### src/rtl/vga_pixel_fetch_if.sv
// rtl/vga_pixel_fetch_if.sv - read port between the VGA fetch client and the shared-memory arbiter
interface vga_pixel_fetch_if #(
  parameter int LOG_ADDR = 19
) ();
  logic                mem_req;
  logic [LOG_ADDR-1:0] mem_addr;
  logic                mem_grant;
  logic [35:0]         mem_rdata;

  modport master (
    output mem_req,
    output mem_addr,
    input  mem_grant,
    input  mem_rdata
  );

  modport slave (
    input  mem_req,
    input  mem_addr,
    output mem_grant,
    output mem_rdata
  );
endinterface

### src/rtl/vga_pixel_fetch.sv
// rtl/vga_pixel_fetch.sv - VGA pixel-pair read client with tear-free double-buffer bank swap
// Optional stall/overrun statistics ports are enabled by defining VGA_FETCH_STATS_EN.
module vga_pixel_fetch #(
  parameter int LOG_ADDR   = 19,
  parameter int MEM_LAT    = 2,
  parameter int HACTIVE    = 640,
  parameter int VACTIVE    = 480,
  parameter int BANK1_BASE = 153600
) (
  input  logic                clock,
  input  logic                reset,
  input  logic                frame_flag,
  input  logic                vga_flag,
  input  logic [9:0]          clocked_hcount,
  input  logic [9:0]          clocked_vcount,
  vga_pixel_fetch_if.master   mem,
  output logic [35:0]         vga_pixel,
  output logic                done_vga,
  output logic                disp_bank,
`ifdef VGA_FETCH_STATS_EN
  output logic [15:0]         stall_cycles,
  output logic [7:0]          overrun_count,
`endif
  output logic                overrun
);

  localparam int LAT_W = (MEM_LAT > 1) ? $clog2(MEM_LAT) : 1;
  localparam int CW    = (LOG_ADDR > 20) ? LOG_ADDR : 20;

  typedef enum logic [1:0] {
    IDLE,
    ISSUE,
    WAIT,
    DONE
  } state_t;

  state_t           state;
  logic             flag_d;
  logic             pending_swap;
  logic             skip;
  logic [LAT_W-1:0] lat_cnt;

  logic             req;
  logic             in_range;
  logic             frame_start;
  logic             swap_now;
  logic             bank_eff;
  logic [CW-1:0]    vcount_w;
  logic [CW-1:0]    word_addr;
  logic [CW-1:0]    full_addr;

  assign req         = vga_flag & ~flag_d;
  assign in_range    = (clocked_hcount < HACTIVE[9:0]) && (clocked_vcount < VACTIVE[9:0]);
  assign frame_start = (clocked_vcount == 10'd0) && (clocked_hcount[9:1] == 9'd0);
  // A swap requested in the same cycle as the frame-start request still applies to that request.
  assign swap_now    = req && (state == IDLE) && frame_start && (pending_swap || frame_flag);
  assign bank_eff    = disp_bank ^ swap_now;

  assign vcount_w  = {{(CW-10){1'b0}}, clocked_vcount};
  assign word_addr = (vcount_w << 8) + (vcount_w << 6) + {{(CW-9){1'b0}}, clocked_hcount[9:1]};
  assign full_addr = word_addr + (bank_eff ? CW'(BANK1_BASE) : '0);

  always_ff @(posedge clock) begin
    if (!reset) begin
      state        <= IDLE;
      flag_d       <= 1'b0;
      pending_swap <= 1'b0;
      skip         <= 1'b0;
      lat_cnt      <= '0;
      mem.mem_req  <= 1'b0;
      mem.mem_addr <= '0;
      vga_pixel    <= '0;
      done_vga     <= 1'b0;
      disp_bank    <= 1'b0;
      overrun      <= 1'b0;
    end else begin
      flag_d   <= vga_flag;
      done_vga <= 1'b0;

      if (swap_now) begin
        disp_bank    <= bank_eff;
        pending_swap <= 1'b0;
      end else if (frame_flag) begin
        pending_swap <= 1'b1;
      end

      if (req && (state != IDLE)) begin
        overrun <= 1'b1;
      end

      case (state)
        IDLE: begin
          if (req) begin
            if (in_range) begin
              mem.mem_addr <= full_addr[LOG_ADDR-1:0];
              mem.mem_req  <= 1'b1;
              skip         <= 1'b0;
              state        <= ISSUE;
            end else begin
              // Out-of-range requests reuse the WAIT exit so completion goes through one path.
              skip    <= 1'b1;
              lat_cnt <= '0;
              state   <= WAIT;
            end
          end
        end
        ISSUE: begin
          if (mem.mem_grant) begin
            mem.mem_req <= 1'b0;
            lat_cnt     <= LAT_W'(MEM_LAT - 1);
            state       <= WAIT;
          end
        end
        WAIT: begin
          if (lat_cnt == '0) begin
            vga_pixel <= skip ? 36'd0 : mem.mem_rdata;
            done_vga  <= 1'b1;
            state     <= DONE;
          end else begin
            lat_cnt <= lat_cnt - 1'b1;
          end
        end
        DONE: begin
          state <= IDLE;
        end
        default: begin
          state <= IDLE;
        end
      endcase
    end
  end

`ifdef VGA_FETCH_STATS_EN
  always_ff @(posedge clock) begin
    if (!reset || swap_now) begin
      stall_cycles  <= '0;
      overrun_count <= '0;
    end else begin
      if ((state == ISSUE) && !mem.mem_grant && (stall_cycles != 16'hFFFF)) begin
        stall_cycles <= stall_cycles + 16'd1;
      end
      if (req && (state != IDLE) && (overrun_count != 8'hFF)) begin
        overrun_count <= overrun_count + 8'd1;
      end
    end
  end
`endif

endmodule

### src/flat_wrapper.sv
// flat-port wrapper written by rule: the top's interface ports become plain ports
module vga_pixel_fetch_flat 
#(
  parameter int LOG_ADDR   = 19,
  parameter int MEM_LAT    = 2,
  parameter int HACTIVE    = 640,
  parameter int VACTIVE    = 480,
  parameter int BANK1_BASE = 153600
)
  (clock, reset, frame_flag, vga_flag, clocked_hcount, clocked_vcount, vga_pixel, done_vga, disp_bank, overrun, mem_mem_req, mem_mem_addr, mem_mem_grant, mem_mem_rdata);
  vga_pixel_fetch_if #(.LOG_ADDR(LOG_ADDR)) mem_i ();
  input  logic clock;
  input  logic reset;
  input  logic frame_flag;
  input  logic vga_flag;
  input  logic [9:0] clocked_hcount;
  input  logic [9:0] clocked_vcount;
  output logic [35:0] vga_pixel;
  output logic done_vga;
  output logic disp_bank;
  output logic overrun;
  output wire logic [$bits(mem_i.mem_req)-1:0] mem_mem_req;
  output wire logic [$bits(mem_i.mem_addr)-1:0] mem_mem_addr;
  input wire logic [$bits(mem_i.mem_grant)-1:0] mem_mem_grant;
  input wire logic [$bits(mem_i.mem_rdata)-1:0] mem_mem_rdata;
  assign mem_mem_req = mem_i.mem_req;
  assign mem_mem_addr = mem_i.mem_addr;
  assign mem_i.mem_grant = mem_mem_grant;
  assign mem_i.mem_rdata = mem_mem_rdata;
  vga_pixel_fetch #(.LOG_ADDR(LOG_ADDR), .MEM_LAT(MEM_LAT), .HACTIVE(HACTIVE), .VACTIVE(VACTIVE), .BANK1_BASE(BANK1_BASE)) u_core (.clock(clock), .reset(reset), .frame_flag(frame_flag), .vga_flag(vga_flag), .clocked_hcount(clocked_hcount), .clocked_vcount(clocked_vcount), .mem(mem_i), .vga_pixel(vga_pixel), .done_vga(done_vga), .disp_bank(disp_bank), .overrun(overrun));
endmodule
### config.mk
export PLATFORM = sky130hd
export DESIGN_NAME = vga_pixel_fetch_flat
export DESIGN_NICKNAME = d
export VERILOG_FILES = /design/src/rtl/vga_pixel_fetch_if.sv /design/src/rtl/vga_pixel_fetch.sv /design/src/flat_wrapper.sv
export SDC_FILE = /design/constraint.sdc
export NUM_CORES = 1
export LEC_CHECK = 0
export CAP_MARGIN = 20
export CORE_ASPECT_RATIO = 2
export CORE_MARGIN = 8
export CORE_UTILIZATION = 47
export CTS_CLUSTER_SIZE = 28
export DETAILED_ROUTE_END_ITERATION = 12
export GPL_TIMING_DRIVEN = 0
export MAX_ROUTING_LAYER = met4
export PLACE_DENSITY = 0.87
export SLEW_MARGIN = 20
export SYNTH_ARGS = -nofsm -noshare
export SYNTH_HDL_FRONTEND = slang
export SYNTH_SLANG_ARGS = --single-unit
### constraint.sdc
create_clock -name clock -period 5.8 [get_ports clock]
set_input_delay 0.58 -clock clock [delete_from_list [all_inputs] [get_ports clock]]
set_output_delay 0.58 -clock clock [all_outputs]
set_load 0.05 [all_outputs]
Word level (Yosys, flattened, before mapping)
Index checks and enable logic that the tools add are counted.
{"block": "word_totals", "register_bits": 65, "wordCells": 69, "input_bits": 61, "out_inout_bits": 59}
{"block": "classes", "reduce_logical": 21, "muxes": 18, "magnitude_cmp": 2, "bitwise_logic": 5, "n_eq_ne": 8, "n_addsub": 4}
{"cell": "2-to-1 mux 36 bit", "count": 1}
{"cell": "adder 18 x 16 -> 19 bit", "count": 1}
{"cell": "adder 19 bit", "count": 1}
{"cell": "adder 19 x 9 -> 19 bit", "count": 1}
{"cell": "2-to-1 mux 18 bit", "count": 1}
{"cell": "logical NOT 10 bit", "count": 1}
{"cell": "< comparator 10 bit, second input constant", "count": 1}
{"cell": "< comparator 10 x 9 -> 1 bit, second input constant", "count": 1}
{"cell": "logical NOT 9 bit", "count": 1}
{"cell": "2-to-1 mux 1 bit", "count": 9}
{"cell": "2-to-1 mux 2 bit", "count": 4}
{"cell": "one-hot mux 2 bit (4 select lines)", "count": 1}
{"cell": "AND reduction 4 bit", "count": 2}
{"cell": "logical AND 1 bit", "count": 6}
{"cell": "!= test 2 bit, second input constant", "count": 3}
{"cell": "AND reduction 2 bit", "count": 3}
{"cell": "AND reduction 3 bit", "count": 2}
{"cell": "== test 2 bit, second input constant", "count": 2}
{"cell": "!= test 2 x 1 -> 1 bit, second input constant", "count": 2}
{"cell": "nonzero test 2 bit", "count": 2}
{"cell": "inverter 1 bit", "count": 3}
{"cell": "one-hot mux 1 bit (3 select lines)", "count": 1}
{"cell": "nonzero test 3 bit", "count": 1}
{"cell": "== test 2 x 1 -> 1 bit, second input constant", "count": 1}
{"cell": "other kinds (7)", "count": 7}

Depth between registers and ports, before layout
Gate-level depths: netlist of run 1.
{"block": "logic_depth", "ltp_word": 8, "mapped_depth": 13, "ltp_nobuf": 13}

Least setup slack after synthesis of run 1
No wires, ideal clock.
{"block": "synth_path", "path_kind": "input port to flip-flop", "startpoint": "input port clocked_hcount[2]", "endpoint": "register u_core.mem.mem_addr[17]", "required_ns": 5.727, "path_stages": 10, "setup_slack_ns": 2.576, "arrival_ns": 3.151, "cell_sequence": "nor4_2 -> nand4_2 -> nor3_4 -> xor2_4 -> fa_1 -> ha_1 -> a21oi_1 -> a21boi_0 -> a2111o_1 -> o211ai_2"}
{"block": "synth_between", "elab_chain_cells": 7, "word_cells_on_any_way": 11}
{"item": "from (decl)", "line": "flat_wrapper.sv:16", "rtl": "input logic [9:0] clocked_hcount;"}
{"item": "logical NOT 9 bit", "line": "vga_pixel_fetch.sv:54", "rtl": "assign frame_start = (clocked_vcount == 10'd0) && (clocked_hcount[9:1] == 9'd0);"}
{"item": "logical AND 1 bit", "line": "vga_pixel_fetch.sv:54"}
{"item": "logical AND 1 bit (2 in series)", "line": "vga_pixel_fetch.sv:56", "rtl": "assign swap_now = req && (state == IDLE) && frame_start && (pending_swap || frame_flag);"}
{"item": "bitwise XOR 1 bit", "line": "vga_pixel_fetch.sv:57", "rtl": "assign bank_eff = disp_bank ^ swap_now;"}
{"item": "net u_core.bank_eff", "line": "vga_pixel_fetch.sv:47", "rtl": "logic bank_eff;"}
{"item": "2-to-1 mux 18 bit", "line": "vga_pixel_fetch.sv:61", "rtl": "assign full_addr = word_addr + (bank_eff ? CW'(BANK1_BASE) : '0);"}
{"item": "adder 19 bit", "line": "vga_pixel_fetch.sv:61"}
{"item": "to (signal assigned)", "line": "vga_pixel_fetch.sv:95", "rtl": "mem.mem_addr <= full_addr[LOG_ADDR-1:0];"}
{"item": "to (decl)", "line": "vga_pixel_fetch_if.sv:12", "rtl": "output mem_addr,"}
The timed path passes the listed nets, and every way through them passes these cells.
A chain may end at the register's enable or synchronous reset.

Worst setup path in the final report of run 1
{"block": "layout_path", "startpoint": "input port clocked_vcount[7]", "endpoint": "register u_core.mem.mem_addr[15]"}
{"block": "layout_between", "elab_chain_cells": 7, "word_cells_on_any_way": 12}
{"item": "from (decl)", "line": "flat_wrapper.sv:17", "rtl": "input logic [9:0] clocked_vcount;"}
{"item": "logical NOT 10 bit", "line": "vga_pixel_fetch.sv:54"}
{"item": "logical AND 1 bit", "line": "vga_pixel_fetch.sv:54"}
{"item": "logical AND 1 bit (2 in series)", "line": "vga_pixel_fetch.sv:56"}
{"item": "bitwise XOR 1 bit", "line": "vga_pixel_fetch.sv:57"}
{"item": "net u_core.bank_eff", "line": "vga_pixel_fetch.sv:47"}
{"item": "2-to-1 mux 18 bit", "line": "vga_pixel_fetch.sv:61"}
{"item": "adder 19 bit", "line": "vga_pixel_fetch.sv:61"}
The timed path passes the listed nets, and every way through them passes these cells.

==> impl_metrics.csv, run 1 <==
group,metric,value,unit
outcome,status,"complete, no violations",
drt,routed_wl,9.05,mm
placement,post-dp-hpwl,7.11,mm
sta,finalSetupViolCount,0,
power,p_leak,1.81,nW
global_route,grt_pass1_vias,3086,
sta,final.min_clock_period,3830,ps
final_layout,synthToLayoutAreaGrowth,52.8,%
synthesis,synthArstFlopShare,0,%
setup_path,worstSetupPathType,"input pin to flop",
floorplanning,fp.dieW,72.3,um
sta,slew_viol_final,0,
floorplanning,core,6210,um^2
setup_path,cp-endpoint,"u_core.mem.mem_addr[15]$_SDFFE_PN0P_",
clocking,clockBufferDepth,2,
placement,numPortBuffers,117,
clocking,root_buffer,"clkbuf_16",
clocking,clk_latency,320,ps
global_route,grt_overflow,0,
clocking,numCtsBuffers,9,
floorplanning,fp-row-count,41,
synthesis,synth.yosys.seq_area_share,43.7,%
power,peakVddDrop,0.338,mV
global_route,track_usage,20.2,%
sta,slew_headroom,49.1,%
synthesis,ys.flop_type,"dfxtp_1",
floorplanning,initial_core_util,48.0,%
drt,vias,2842,
setup_path,reg2regPathDepth,12,
setup_path,worstSetupStartpointType,"input pin",
drt,wl_per_cell,17.7,um
power,power_frac_seq,31.8,%
setup_path,ff2ff_setup_slack,2230,ps
setup_path,worstPathRequired,6060,ps
drt,ant_nets,0,
final_layout,seq_area,1300,um^2
final_layout,multiInputGateArea,1590,um^2
sta,finalHoldViolCount,0,
power,p_sw,678,uW
setup_path,crit_fanout,6,
synthesis,ys_ff_latch,65,
sta,fmax,261,MHz
power,p_int,1.11,mW
setup_path,reg2reg_from,"u_core.state[0]$_SDFFE_PN0P_",
floorplanning,die-area,9300,um^2
setup_path,arrival,4100,ps
final_layout,largest_reg_flops,36,
global_route,antenna_found_initial,0,
clocking,clk_pin_slew,50,ps
clocking,post_cts.repair.setup_buffers,0,
synthesis,syn_area,2980,um^2
setup_path,rr_endpoint,"u_core.mem.mem_addr[15]$_SDFFE_PN0P_",
clocking,clkSinkCount,65,
clocking,cts_tree,"yes",
power,swShare,37.9,%
power,total_power,1.79,mW
clocking,cts_resized,0,
setup_path,cp-startpoint,"clocked_vcount[7]",
synthesis,yosysWarningCount,0,
final_layout,reg_top3,"u_core.vga_pixel: 36 flops, u_core.mem.mem_addr: 19 flops, u_core.state: 2 flops",
synthesis,synthCells,292,
placement,gp_congestion,0.901,
final_layout,fin_util,73.4,%
synthesis,ys_types,54,
synthesis,synth_edf_count,0,
final_layout,regMostFlops,"u_core.vga_pixel",
sta,holdWs,462,ps
global_route,grt_start_max_net_pins,12,
drt,drc_errors,0,
synthesis,syn-num-nets,378,
sta,rsz0062_at_grt,"no",
sta,fin_skew,5.37,ps
final_layout,drive_above_1_share,7.76,%
drt,drt_first_iter_violations,197,
drt,vias_per_cell,5.56,
sta,finalCritPeriodShare,66.1,%
power,combPwrFrac,39.6,%
sta,worst_slew_pin_slew,764,ps
final_layout,final_nets,506,
worst_hold_path,worstHoldPathType,"flop to flop",
sta,setup_tns,0,ps
clocking,holdBufCountCts,0,
floorplanning,ioPinCount,120,
power,power_density,393,nW/um^2
final_layout,fill_cells,442,
global_route,grt_pass1_wl,14.7,mm
setup_path,worst_setup_path_end_kind,"flop",
power,pwr-share-clk,28.6,%
synthesis,syn_area_per_cell,10.2,um^2
clocking,htree_num_levels,3,
drt,drt_first_pass_iters,4,
floorplanning,chipHeight,129,um
job,maxCapViolCount,0,
final_layout,n_antenna_cell,0,
[synthesized netlist by cell type (3+ instances only)]
cell | instances | area [um^2]
dfxtp_1 | 65 | 1300
a22o_1 | 36 | 315
nand2_1 | 27 | 101
a21oi_1 | 22 | 110
ha_1 | 22 | 275
nor2_1 | 11 | 41.3
buf_2 | 7 | 35.0
nand3_1 | 6 | 30.0
o21ai_0 | 6 | 30.0
a21o_1 | 5 | 37.5
inv_1 | 5 | 18.8
a211oi_1 | 4 | 30.0
and3_1 | 4 | 25.0
clkbuf_1 | 4 | 15.0
or3_1 | 4 | 25.0
xor2_1 | 4 | 35.0
a21boi_0 | 3 | 22.5
buf_1 | 3 | 11.3
fa_1 | 3 | 60.1
nand3b_1 | 3 | 22.5
nand4_1 | 3 | 18.8
nor3_1 | 3 | 15.0
o211ai_1 | 3 | 22.5
[layer usage]
| layer | vias up | share of wire (%) | global-route usage [%] |
|---|---|---|---|
| met4 | 0 | 1.7 | 6.42 |
| met5 | - | 0 | - |
| met2 | 143 | 46 | 31.7 |
| met3 | 17 | 8.0 | 6.24 |
| li1 | 1353 | - | - |
| met1 | 1329 | 44 | 23.9 |
[critical path: stages]
cell	delay, ps
clkdlybuf4s50_1	490
nor4_2	390
nand4_2	210
nor3_4	330
xor2_4	270
fa_1	470
ha_1	370
nand4_1	160
a21o_1	220
a2111oi_0	440
a311o_1	170
[final cells by class]
type / count / share of cell area (%)
inverters: 5 / 0.412
multi-input cells: 207 / 34.9
clock inverters: 3 / 0.522
plain buffers: 15 / 1.59
flip-flops and latches: 65 / 28.6
well taps: 86 / 2.36
repair buffers: 117 / 25.7
clock buffers: 13 / 5.94
[how the worst min path moves through the flow]
stage	depth (start not counted)	to	from	slack, ps
final	2	u_core.mem.mem_addr[10]$_SDFFE_PN0P_	u_core.mem.mem_addr[10]$_SDFFE_PN0P_	460
after global routing	2	u_core.mem.mem_addr[10]$_SDFFE_PN0P_	u_core.mem.mem_addr[10]$_SDFFE_PN0P_	480
after CTS	2	u_core.mem.mem_addr[10]$_SDFFE_PN0P_	u_core.mem.mem_addr[10]$_SDFFE_PN0P_	460
after detailed placement	2	u_core.mem.mem_addr[10]$_SDFFE_PN0P_	u_core.mem.mem_addr[10]$_SDFFE_PN0P_	450
after global placement	2	u_core.mem.mem_addr[11]$_SDFFE_PN0P_	u_core.mem.mem_addr[11]$_SDFFE_PN0P_	440
after floorplan	2	u_core.state[0]$_SDFFE_PN0P_	u_core.state[0]$_SDFFE_PN0P_	460
[power by group through the flow]
stage	Sequential, mW	Combinational [mW]	Clock [mW]
detailed placement	0.576	0.704	0
CTS	0.569	0.709	0.518
floorplan	0.801	0.228	0
global placement	0.571	0.684	0
global route	0.578	0.750	0.540
finish	0.569	0.707	0.512
[logic make-up (layout without fill, tap and decap cells)]
family | after synthesis | after routing | synth area share [%]
buffers and inverters | 20 | 153 | 3.06
adders and majority gates | 25 | 25 | 11.3
xor gates and xnor gates | 7 | 7 | 2.69
AOI/OAI and AO/OA | 98 | 98 | 24.9
and+or+nand+nor | 76 | 76 | 14.1
DFF | 65 | 65 | 43.7
muxes | 1 | 1 | 0.336
[per-stage QoR]
stage / instances / setup WS, ps / cell area [um^2]
CTS: 511 / 1980 / 4550
floorplan: 292 / 2580 / 2980
detailed placement: 495 / 1650 / 4260
finish: 511 / 1970 / 4550
global placement: 495 / 1710 / 4260
global route: 511 / 1770 / 4550
[placed cells by master, fill, tap and decap left out, types with 4 or more instances in the layout]
| master | n |
|---|---|
| a211oi_1 | 4 |
| a21o_1 | 5 |
| a21oi_1 | 22 |
| a22o_1 | 36 |
| and3_1 | 4 |
| buf_2 | 7 |
| clkbuf_1 | 5 |
| clkbuf_16 | 9 |
| clkdlybuf4s50_1 | 117 |
| dfxtp_1 | 65 |
| ha_1 | 22 |
| inv_1 | 5 |
| nand2_1 | 27 |
| nand3_1 | 6 |
| nor2_1 | 11 |
| o21ai_0 | 6 |
| or3_1 | 4 |
| xor2_1 | 4 |
(Power assumes the default switching activity.)
==> inputs of run 2 (changes only) <==
--- a/config.mk
+++ b/config.mk
@@ -8,12 +8,12 @@
 export CAP_MARGIN = 20
 export CORE_ASPECT_RATIO = 2
 export CORE_MARGIN = 8
-export CORE_UTILIZATION = 47
+export CORE_UTILIZATION = 39
 export CTS_CLUSTER_SIZE = 28
 export DETAILED_ROUTE_END_ITERATION = 12
 export GPL_TIMING_DRIVEN = 0
 export MAX_ROUTING_LAYER = met4
-export PLACE_DENSITY = 0.87
+export PLACE_DENSITY = 0.77
 export SLEW_MARGIN = 20
 export SYNTH_ARGS = -nofsm -noshare
 export SYNTH_HDL_FRONTEND = slang
==> constraint.sdc (replaced) <==
create_clock -name clock -period 3.25 [get_ports clock]
set_input_delay 0.325 -clock clock [delete_from_list [all_inputs] [get_ports clock]]
set_output_delay 0.325 -clock clock [all_outputs]
set_load 0.05 [all_outputs]
==> impl_metrics.csv, run 2 (synthesis results as in run 1) <==
group,metric,value,unit
clocking,root_buffer,"clkbuf_16",
clocking,holdBufCountCts,0,
worst_hold_path,worstHoldPathType,"input pin to flop",
final_layout,reg_top3,"u_core.vga_pixel: 36 flops, u_core.mem.mem_addr: 19 flops, u_core.state: 2 flops",
drt,wl_per_cell,16.9,um
final_layout,final_common_cell,"clkdlybuf4s50_1",
drt,drt_first_pass_iters,4,
clocking,clk_pin_slew,50,ps
sta,finalCritPeriodShare,99.5,%
clocking,numCtsBuffers,9,
setup_path,worstSetupPathType,"input pin to flop",
final_layout,largest_reg_flops,36,
placement,numPortBuffers,117,
power,peakVddDrop,0.421,mV
sta,final.min_clock_period,3230,ps
setup_path,worstSetupStartpointType,"input pin",
global_route,grt_pass1_wl,14.6,mm
sta,slew_headroom,49.4,%
floorplanning,fp.dieW,77.8,um
floorplanning,core,7490,um^2
sta,fin_skew,7.65,ps
clocking,htree_num_levels,3,
global_route,grt_overflow,0,
final_layout,n_antenna_cell,0,
sta,worst_slew_pin_slew,759,ps
clocking,cts_tree,"yes",
drt,vias_per_cell,5.29,
clocking,clk_latency,330,ps
final_layout,fill_cells,635,
clocking,clockBufferDepth,2,
final_layout,synthToLayoutAreaGrowth,59.6,%
clocking,clkSinkCount,65,
final_layout,drive_above_1_share,13.3,%
drt,routed_wl,8.95,mm
final_layout,regMostFlops,"u_core.vga_pixel",
global_route,grt_start_max_net_pins,13,
job,maxCapViolCount,0,
drt,vias,2799,
global_route,antenna_found_initial,0,
setup_path,worst_setup_path_end_kind,"flop",
power,power_density,680,nW/um^2
final_layout,final_nets,516,
outcome,status,"complete, no violations",
power,p_leak,1.95,nW
setup_path,arrival,3430,ps
floorplanning,chipHeight,140,um
sta,slew_viol_final,0,
sta,finalSetupViolCount,0,
floorplanning,ioPinCount,120,
drt,ant_nets,0,
floorplanning,fp-row-count,45,
setup_path,worstPathRequired,3450,ps
global_route,grt_pass1_vias,2873,
drt,drc_errors,0,
drt,drt_first_iter_violations,96,
sta,setup_tns,0,ps
global_route,track_usage,16.8,%
floorplanning,die-area,10900,um^2
final_layout,final_cell_mix,"clkdlybuf4s50_1, dfxtp_1, a22o_1, nand2_1, a21oi_1",
setup_path,crit_fanout,4,
sta,rsz0062_at_grt,"yes",
placement,post-dp-hpwl,6.66,mm
floorplanning,initial_core_util,39.8,%
sta,fmax,309,MHz
placement,gp_congestion,0.892,
sta,finalHoldViolCount,0,
final_layout,fin_util,63.5,%
-- run 2: changes by cell type in the layout (fill, tap and decap cells not counted), moves of 4 or more --
cell             change
buf_4                +8
dlymetal6s2s_1       +7
dlygate4sd2_1        +4
clkdlybuf4s50_1     -11
-- run 2: per-stage QoR --
stage               hold slack (ps)  setup WS, ps  power [mW]  cell area, um^2  cells
finish                          323          15.7        3.24             4760    529
global route                    318         -96.3        3.39             4760    529
CTS                             387          13.7        3.22             4640    522
detailed placement              447          -667        2.27             4270    503
global placement                440          -681        2.26             4270    503
floorplan                       447           133        1.84             2980    292
-- run 2: metal layers --
layer  GRT usage [%]  vias up  wire length [um]
li1                -     1372                 -
met1            21.3     1320              4130
met2            25.3       97              4200
met3            4.45       10               533
met4            5.41        0                93
met5               -        -                 0
-- run 2: repair_timing --
action                     4_1_cts  5_1_grt
resized for setup               12       21
hold endpoints to repair         0        0
setup buffers                    3        7
setup endpoints to repair        6        4
pin swaps                        4       12
-- run 2: where the power goes --
group | internal [mW] | switching [mW] | leakage [nW] | total, mW
registers | 0.939 | 0.0754 | 0.529 | 1.01
clock network | 0.561 | 0.346 | 0.142 | 0.907
logic | 0.504 | 0.809 | 1.27 | 1.31
-- run 2: path summary, 6_finish.rpt --
path	start	endpoint	slack [ps]	depth (start not counted)
setup reg to reg	u_core.state[1]$_SDFFE_PN0P_	u_core.mem.mem_addr[15]$_SDFFE_PN0P_	30	13
hold reg to reg	u_core.mem.mem_addr[10]$_SDFFE_PN0P_	u_core.mem.mem_addr[10]$_SDFFE_PN0P_	450	2
setup / recovery	clocked_hcount[8]	u_core.mem.mem_addr[15]$_SDFFE_PN0P_	20	12
hold / removal	clocked_hcount[6]	u_core.mem.mem_addr[5]$_SDFFE_PN0P_	320	3
-- run 2: worst max-delay path, cell delays in order --
cell and delay (ps):
clkdlybuf4s50_1 480, nor4_2 310, nand2_1 150, nor3_4 170
buf_12 140, xor2_4 170, fa_1 450, ha_4 310
nand4_1 170, a21o_1 230, and3_1 180, a311o_1 330
-- run 2: final cells by class --
class	instances	area, um^2	share of cell area [%]
tap	94	118	2.47
buffer	15	72.6	1.53
inverter	5	18.8	0.395
clock inverter	5	38.8	0.816
sequential	65	1300	27.4
multi-input combinational	207	1680	35.3
clock buffer	11	253	5.31
timing repair buffer	127	1270	26.8
